## src/rtl/fetch_sequencer_if.sv

```systemverilog
// Handshake and control bundle between the fetch sequencer and its harness/decoder/fetch stage.
// The master modport is the sequencer side; the slave modport is the harness/decoder/fetch side.
interface fetch_sequencer_if #(
    parameter int CNT_W = 16
);
    logic             Start;
    logic             IsBranch;
    logic             IsHalt;
    logic [2:0]       Offset;
    logic             CondFlag;
    logic             Init;
    logic             Halt;
    logic             Branch;
    logic [2:0]       Target;
    logic             Done;
    logic             Timeout;
    logic [CNT_W-1:0] CycleCount;
    logic [7:0]       BranchCount;

    modport master (
        input  Start, IsBranch, IsHalt, Offset, CondFlag,
        output Init, Halt, Branch, Target, Done, Timeout, CycleCount, BranchCount
    );

    modport slave (
        output Start, IsBranch, IsHalt, Offset, CondFlag,
        input  Init, Halt, Branch, Target, Done, Timeout, CycleCount, BranchCount
    );
endinterface

```

## src/rtl/fetch_sequencer.sv

```systemverilog
// Run-state FSM driving Init/Halt/Branch/Target for the fetch stage, with cycle and
// taken-branch statistics and a watchdog that halts runaway programs.
module fetch_sequencer #(
    parameter int INIT_CYCLES = 2,
    parameter int MAX_CYCLES  = 4000,
    parameter int CNT_W       = 16
) (
    input  logic          CLK,
    input  logic          RST_n,
    fetch_sequencer_if.master bus
);
    typedef enum logic [1:0] {
        S_IDLE   = 2'd0,
        S_INIT   = 2'd1,
        S_RUN    = 2'd2,
        S_HALTED = 2'd3
    } state_t;

    localparam logic [15:0]      INIT_LAST = 16'(INIT_CYCLES - 1);
    localparam logic [CNT_W-1:0] WDOG_LAST = CNT_W'(MAX_CYCLES - 1);

    state_t           r_state;
    state_t           w_next;
    logic [15:0]      r_init_cnt;
    logic [CNT_W-1:0] r_cycle_cnt;
    logic [7:0]       r_branch_cnt;
    logic             r_timeout;
    logic             w_wdog;
    logic             w_init;
    logic             w_halt;
    logic             w_branch;
    logic [2:0]       w_target;

    assign w_wdog = (r_state == S_RUN) && (r_cycle_cnt == WDOG_LAST);

    always_ff @(posedge CLK) begin
        if (!RST_n) r_state <= S_IDLE;
        else        r_state <= w_next;
    end

    // The watchdog cycle behaves like a halt instruction: PC frozen, no branch, no count.
    always_comb begin
        w_next   = r_state;
        w_init   = 1'b0;
        w_halt   = 1'b1;
        w_branch = 1'b0;
        w_target = 3'd0;
        case (r_state)
            S_IDLE: begin
                w_init = 1'b1;
                if (bus.Start) w_next = S_INIT;
            end
            S_INIT: begin
                w_init = 1'b1;
                w_halt = 1'b0;
                if (r_init_cnt == INIT_LAST) w_next = S_RUN;
            end
            S_RUN: begin
                w_target = bus.Offset;
                if (w_wdog) begin
                    w_next = S_HALTED;
                end else begin
                    w_halt   = bus.IsHalt;
                    w_branch = bus.IsBranch & bus.CondFlag & ~bus.IsHalt;
                    if (bus.IsHalt) w_next = S_HALTED;
                end
            end
            S_HALTED: begin
                if (!bus.Start) w_next = S_IDLE;
            end
            default: w_next = S_IDLE;
        endcase
    end

    always_ff @(posedge CLK) begin
        if (!RST_n) begin
            r_init_cnt   <= '0;
            r_cycle_cnt  <= '0;
            r_branch_cnt <= '0;
            r_timeout    <= 1'b0;
        end else begin
            case (r_state)
                S_IDLE: begin
                    if (bus.Start) begin
                        r_init_cnt   <= '0;
                        r_cycle_cnt  <= '0;
                        r_branch_cnt <= '0;
                        r_timeout    <= 1'b0;
                    end
                end
                S_INIT: r_init_cnt <= r_init_cnt + 16'd1;
                S_RUN: begin
                    if (w_wdog) begin
                        r_timeout <= 1'b1;
                    end else begin
                        r_cycle_cnt <= r_cycle_cnt + 1'b1;
                        if (w_branch && (r_branch_cnt != 8'hFF))
                            r_branch_cnt <= r_branch_cnt + 8'd1;
                    end
                end
                default: ;
            endcase
        end
    end

    assign bus.Init        = w_init;
    assign bus.Halt        = w_halt;
    assign bus.Branch      = w_branch;
    assign bus.Target      = w_target;
    assign bus.Done        = (r_state == S_HALTED);
    assign bus.Timeout     = r_timeout;
    assign bus.CycleCount  = r_cycle_cnt;
    assign bus.BranchCount = r_branch_cnt;
endmodule

```

## src/flat_wrapper.sv

```systemverilog
// flat-port wrapper written by rule: the top's interface ports become plain ports
module fetch_sequencer_flat 
#(
    parameter int INIT_CYCLES = 2,
    parameter int MAX_CYCLES  = 4000,
    parameter int CNT_W       = 16
)
  (CLK, RST_n, bus_Start, bus_IsBranch, bus_IsHalt, bus_Offset, bus_CondFlag, bus_Init, bus_Halt, bus_Branch, bus_Target, bus_Done, bus_Timeout, bus_CycleCount, bus_BranchCount);
  fetch_sequencer_if #(.CNT_W(CNT_W)) bus_i ();
  input  logic CLK;
  input  logic RST_n;
  input wire logic [$bits(bus_i.Start)-1:0] bus_Start;
  input wire logic [$bits(bus_i.IsBranch)-1:0] bus_IsBranch;
  input wire logic [$bits(bus_i.IsHalt)-1:0] bus_IsHalt;
  input wire logic [$bits(bus_i.Offset)-1:0] bus_Offset;
  input wire logic [$bits(bus_i.CondFlag)-1:0] bus_CondFlag;
  output wire logic [$bits(bus_i.Init)-1:0] bus_Init;
  output wire logic [$bits(bus_i.Halt)-1:0] bus_Halt;
  output wire logic [$bits(bus_i.Branch)-1:0] bus_Branch;
  output wire logic [$bits(bus_i.Target)-1:0] bus_Target;
  output wire logic [$bits(bus_i.Done)-1:0] bus_Done;
  output wire logic [$bits(bus_i.Timeout)-1:0] bus_Timeout;
  output wire logic [$bits(bus_i.CycleCount)-1:0] bus_CycleCount;
  output wire logic [$bits(bus_i.BranchCount)-1:0] bus_BranchCount;
  assign bus_i.Start = bus_Start;
  assign bus_i.IsBranch = bus_IsBranch;
  assign bus_i.IsHalt = bus_IsHalt;
  assign bus_i.Offset = bus_Offset;
  assign bus_i.CondFlag = bus_CondFlag;
  assign bus_Init = bus_i.Init;
  assign bus_Halt = bus_i.Halt;
  assign bus_Branch = bus_i.Branch;
  assign bus_Target = bus_i.Target;
  assign bus_Done = bus_i.Done;
  assign bus_Timeout = bus_i.Timeout;
  assign bus_CycleCount = bus_i.CycleCount;
  assign bus_BranchCount = bus_i.BranchCount;
  fetch_sequencer #(.INIT_CYCLES(INIT_CYCLES), .MAX_CYCLES(MAX_CYCLES), .CNT_W(CNT_W)) u_core (.CLK(CLK), .RST_n(RST_n), .bus(bus_i));
endmodule
```

## config.mk

```make
export PLATFORM = sky130hd
export DESIGN_NAME = fetch_sequencer_flat
export DESIGN_NICKNAME = d
export VERILOG_FILES = /design/src/rtl/fetch_sequencer_if.sv /design/src/rtl/fetch_sequencer.sv /design/src/flat_wrapper.sv
export SDC_FILE = /design/constraint.sdc
export NUM_CORES = 1
export LEC_CHECK = 0
export BUFFER_PORTS_ARGS = -buffer_cell sky130_fd_sc_hd__buf_4
export CAP_MARGIN = 20
export CORE_AREA = 2 2 89 91
export DETAILED_ROUTE_END_ITERATION = 10
export DIE_AREA = 0 0 91 93
export SLEW_MARGIN = 40
export SYNTH_ARGS = -nofsm -noshare
export SYNTH_HDL_FRONTEND = slang
export SYNTH_SLANG_ARGS = --single-unit
```

## constraint.sdc

```tcl
create_clock -name CLK -period 2.4 [get_ports CLK]
set_input_delay 0 -clock CLK [delete_from_list [all_inputs] [get_ports CLK]]
set_output_delay 0 -clock CLK [all_outputs]
set_load 0.005 [all_outputs]
```

Yosys cells after proc, flatten, opt, wreduce, memory -nomap -nowiden
Cells that the tools add are included.
Storage, ports and cells
  flip-flop bits (word level): 43
  input bits: 9
  output and inout bits: 32
  logic and storage cells: 58
Operators by class
  add/sub/neg operators: 3
  equality and inequality tests: 13
  multiplexer cells: 23
  bitwise operators: 3
  reduce and logical (&&, ||, !) cells: 11
Operators with widths (count)
  16-bit case mux with 2 select lines: 2
  16-bit by 1-bit adder with 16-bit output (second input constant): 2
  16-bit two-way mux: 2
  8-bit two-way mux: 3
  16-bit by 1-bit == test with 1-bit output (second input constant): 1
  16-bit by 12-bit == test with 1-bit output (second input constant): 1
  8-bit case mux with 2 select lines: 1
  2-bit two-way mux: 5
  8-bit by 1-bit adder with 8-bit output (second input constant): 1
  2-bit inequality test (second input constant): 4
  8-bit inequality test (second input constant): 1
  2-bit case mux with 4 select lines: 1
  4-bit AND reduction: 2
  1-bit two-way mux: 6
  3-bit AND reduction: 2
  2-bit == test (second input constant): 2
  2-bit by 1-bit inequality test with 1-bit output (second input constant): 2
  1-bit case mux with 2 select lines: 2
  2-bit nonzero test: 2
  3-bit two-way mux: 1
  3-bit by 2-bit inequality test with 1-bit output (second input constant): 1
  1-bit AND: 2
  2-bit by 1-bit == test with 1-bit output (second input constant): 1
  1-bit logical AND: 2
  other kinds (4): 4

Logic depth before layout (Yosys ltp)
  depth in word-level cells: 8
  gate-level depth with buffers: 8
  mapped depth without buffers: 7

Worst setup path after synthesis
OpenSTA, ideal clock, no wires.
  path type: reg2reg
  start: register u_core.r_state[0]
  end: register u_core.r_branch_cnt[6], in the netlist u_core.bus.BranchCount[6]
  setup time: 0.122 ns
  data arrival time: 2.004 ns
  required time: 2.278 ns
  slack: 0.274 ns
  cell stages (with the launch flop): 9
  buffers on the path: 1
  period minus slack after synthesis: 2.126 ns
  cell sequence: dfxtp_1 > inv_1 > ha_1 > mux2_2 > o311ai_0 > or3_1 > buf_6 > and2b_4 > a221o_1
On the way
  word-level cells in the longest chain between the ends: 7
  elaborated cells between the ends (all ways): 12
  those cells by class: 4 x eq/ne; 3 x mux; 5 x reduce/logical
RTL lines
  start: declaration: line fetch_sequencer.sv:22  | state_t r_state;
  start signal: assignment: line fetch_sequencer.sv:38  | else r_state <= w_next;
  2-bit == test: line fetch_sequencer.sv:34, fetch_sequencer.sv:48, fetch_sequencer.sv:82
  1-bit logical AND: line fetch_sequencer.sv:34  | assign w_wdog = (r_state == S_RUN) && (r_cycle_cnt == WDOG_LAST);
  1-bit two-way mux: line fetch_sequencer.sv:60  | if (w_wdog) begin
  1-bit two-way mux: line fetch_sequencer.sv:48  | case (r_state)
  1-bit logical AND: line fetch_sequencer.sv:97  | if (w_branch && (r_branch_cnt != 8'hFF))
  2-bit inequality test (no source line)
  4-bit AND reduction (no source line)
  end signal: assignment: line fetch_sequencer.sv:98  | r_branch_cnt <= r_branch_cnt + 8'd1;
  end: declaration: line fetch_sequencer.sv:26  | logic [7:0] r_branch_cnt;
Several ways; a longest one is shown, not always the timed one.
A chain may end at the register's enable or synchronous reset.

Final worst setup path
  start: register u_core.r_state[1]
  end: register u_core.r_branch_cnt[4], in the netlist u_core.bus.BranchCount[4]
The elaborated chain is that of the path after synthesis.

==> results.sh <==
export IMPL_start_util_pct=30.24
export IMPL_overflow=0
export IMPL_cp_max_fo=7
export IMPL_synthTopCellsByCount="43 x dfxtp_1, 28 x nor2_1, 18 x a21oi_1"
export IMPL_die_area_um2=8463
export IMPL_worstSetupStartpoint="u_core.r_state[1]"
export IMPL_synthCells=267
export IMPL_fillerInstances=779
export IMPL_num_nets_final=333
export IMPL_cts_buffers=5
export IMPL_slew_headroom_pct=64.78
export IMPL_core_area_um2=7527
export IMPL_wire_per_inst_um=13.22
export IMPL_wl_met2_mm=2.577
export IMPL_cellPowerDensity_nw_per_um2=688.1
export IMPL_hold_violations=0
export IMPL_port_buffers=40
export IMPL_synthTopCellsByArea="dfxtp_1 38%, ha_1 4.9%, nor2_1 4.6%"
export IMPL_crit_path_end_kind="register"
export IMPL_grt_setup_unrepaired="no"
export IMPL_yosysMostFrequentCell="dfxtp_1"
export IMPL_fin_crit_ps=2273
export IMPL_fin_setup_tns_ps=0
export IMPL_syn_area_um2=2276
export IMPL_drt_pass1_iterations=4
export IMPL_crit_type="reg2reg"
export IMPL_antenna_found_initial=0
export IMPL_die_w_um=91
export IMPL_grt_usage_pct=13.40
export IMPL_hold_ws_ps=34.56
export IMPL_synthFlopType="dfxtp_1"
export IMPL_post_route_period_util_pct=94.70
export IMPL_syn_to_final_growth_pct=25.78
export IMPL_clock_path_buffers=2
export IMPL_grt_first_pass_wirelength_mm=9.294
export IMPL_cts_root_buf="clkbuf_8"
export IMPL_setup_violations=0
export IMPL_hold_buffers=0
export IMPL_crit_required_ps=2590
export IMPL_vias=2051
export IMPL_viasPerCell=4.907
export IMPL_cts_sinks=43
export IMPL_startpoint_type="register"
export IMPL_power_total_mw=1.970
export IMPL_clock_latency_ps=300
export IMPL_worst_pin_slew_ps=515.0
export IMPL_chipHeight_um=93
export IMPL_remaining_drc_errors=0
export IMPL_hp_class="in2reg"
export IMPL_postPlaceCellArea_um2=2734
export IMPL_drv_slew=0
export IMPL_layout_drive_gt1_share_pct=23.42
export IMPL_drt_wl_total_mm=5.528
export IMPL_skew_ps=7.028
export IMPL_irDropWorstVdd_mv=0.3240
export IMPL_drt_iter0_drc=97
export IMPL_rr_startpoint="u_core.r_state[1]"
export IMPL_synth_edff_count=0
export IMPL_p_leak_nw=1.089
export IMPL_ys_ff_latch=43
export IMPL_worstHoldStart="RST_n"
export IMPL_post_cts_setup_buffers=0
export IMPL_fmaxAchievable_mhz=440.0
export IMPL_post_place_ws_ps=106.3
export IMPL_clkSlewWorstSetupHoldPaths_ps=80
export IMPL_first_global_vias=2030
export IMPL_syn_area_per_cell_um2=8.524
export IMPL_async_flop_share_pct=0
export IMPL_wl_met3_um=276
export IMPL_postRouteAntennaNets=0
export IMPL_ys_types=49
export IMPL_yosysWarningCount=0
export IMPL_max_cap_viol_count=0
export IMPL_syn_num_nets=285
export IMPL_yosysSeqAreaShare_pct=37.82
export IMPL_status="finished clean"
export IMPL_top_layer="met4"
export IMPL_grt_max_degree=18
export IMPL_row_count=32
export IMPL_worstPathArrival_ps=2470
export IMPL_crit_family="simple AND/OR/NAND/NOR gates"
export IMPL_yosys_area_top_type="dfxtp_1"
export IMPL_crit_chain="inv_1, ha_1, mux2_2, o311ai_0, or3_4, and2b_4, a221o_1"
export IMPL_dp_hpwl_mm=4.050
export IMPL_cts_tree="done"
export IMPL_cpMaxStageDelayCell="or3_4"
export IMPL_routabilityCongestion=0.7898
export IMPL_m1WireLength_mm=2.611
export IMPL_io_pins=41
export IMPL_slowest_delay_ps=410
export IMPL_n_antenna_cell=0
export IMPL_cts_resized_gates=0
export IMPL_path_buf_inv=1
export IMPL_setup_slack_ps=127.1
export IMPL_fin_area_um2=2863
export IMPL_htree_levels=2
export IMPL_yosysTopAreaCellShare_pct=37.82
cell families (layout without fill, tap and decap cells):
group | Yosys count | count (layout) | synth area share [%]
compound gates | 51 | 51 | 15.12
buf+inv | 22 | 71 | 3.958
simple gates | 119 | 119 | 28.75
fa+ha+maj | 9 | 9 | 4.948
flops | 43 | 43 | 37.82
mux | 6 | 6 | 2.859
xor+xnor | 17 | 17 | 6.542
report_power, final:
| group | internal [mW] | total (mW) | leakage [nW] | switching [mW] |
|---|---|---|---|---|
| Clock | 0.337 | 0.596 | 0.0612 | 0.259 |
| Combinational | 0.248 | 0.595 | 0.681 | 0.347 |
| Sequential | 0.744 | 0.779 | 0.347 | 0.0350 |
worst paths after layout:
path	to	cells past startpoint	slack (ps)
worst min-delay path	u_core.r_state[1]	3	30
worst max-delay path	u_core.bus.BranchCount[4]	7	130
worst min register to register	u_core.r_init_cnt[10]	2	510
worst max register to register	u_core.bus.BranchCount[4]	7	130
layout by cell type, fill, tap and decap left out, drive strengths merged, types with 3 or more instances in the layout:
| master | netlist | routed |
|---|---|---|
| a21o | 5 | 5 |
| and2 | 7 | 7 |
| inv | 13 | 13 |
| o211ai | 3 | 3 |
| nor4 | 7 | 7 |
| nor3 | 8 | 8 |
| nand3 | 14 | 14 |
| or3 | 6 | 6 |
| o21ai | 8 | 8 |
| nor2 | 28 | 28 |
| a221o | 3 | 3 |
| nand4 | 7 | 7 |
| mux2 | 4 | 4 |
| xnor2 | 10 | 10 |
| and4 | 4 | 4 |
| a21oi | 18 | 18 |
| clkbuf | 7 | 6 |
| and3 | 8 | 8 |
| buf | 1 | 49 |
| xor2 | 7 | 7 |
| ha | 9 | 9 |
| nand3b | 3 | 3 |
| dfxtp | 43 | 43 |
| nand2 | 17 | 17 |
| a211oi | 4 | 4 |
registers in the layout (all words and copies together) (netlist names):
name,cells
u_core.bus.Timeout,1
u_core.bus.CycleCount,16
u_core.r_init_cnt,16
u_core.r_state,2
u_core.bus.BranchCount,8
tightest hold or removal path: cells and delay by family:
family,cells,cell delay [ps]
simple gates,1,70
compound gates,1,60
buf+inv,1,160
final cells by class:
class,instances,area (µm²),share of cell area [%]
tap,102,127.6,4.458
inverter,14,52.55,1.836
sequential,43,860.8,30.07
multi-input combinational,202,1336,46.68
clock inverter,2,35.03,1.224
timing repair buffer,49,367.9,12.85
clock buffer,6,82.58,2.885
per-stage QoR:
step	std cells	utilization (%)
2_1_floorplan	267	-
3_3_place_gp	410	36.32
3_5_place_dp	410	36.32
4_1_cts	418	37.88
5_1_grt	418	38.03
6_report	418	38.03
per-layer routing:
metal / track usage [%] / up-vias
li1: - / 1058
met1: 17.33 / 944
met2: 21.48 / 43
met3: 3.787 / 6
met4: 4.545 / 0
met5: 0 / -
Note: power is estimated with default switching activity, not from simulation.
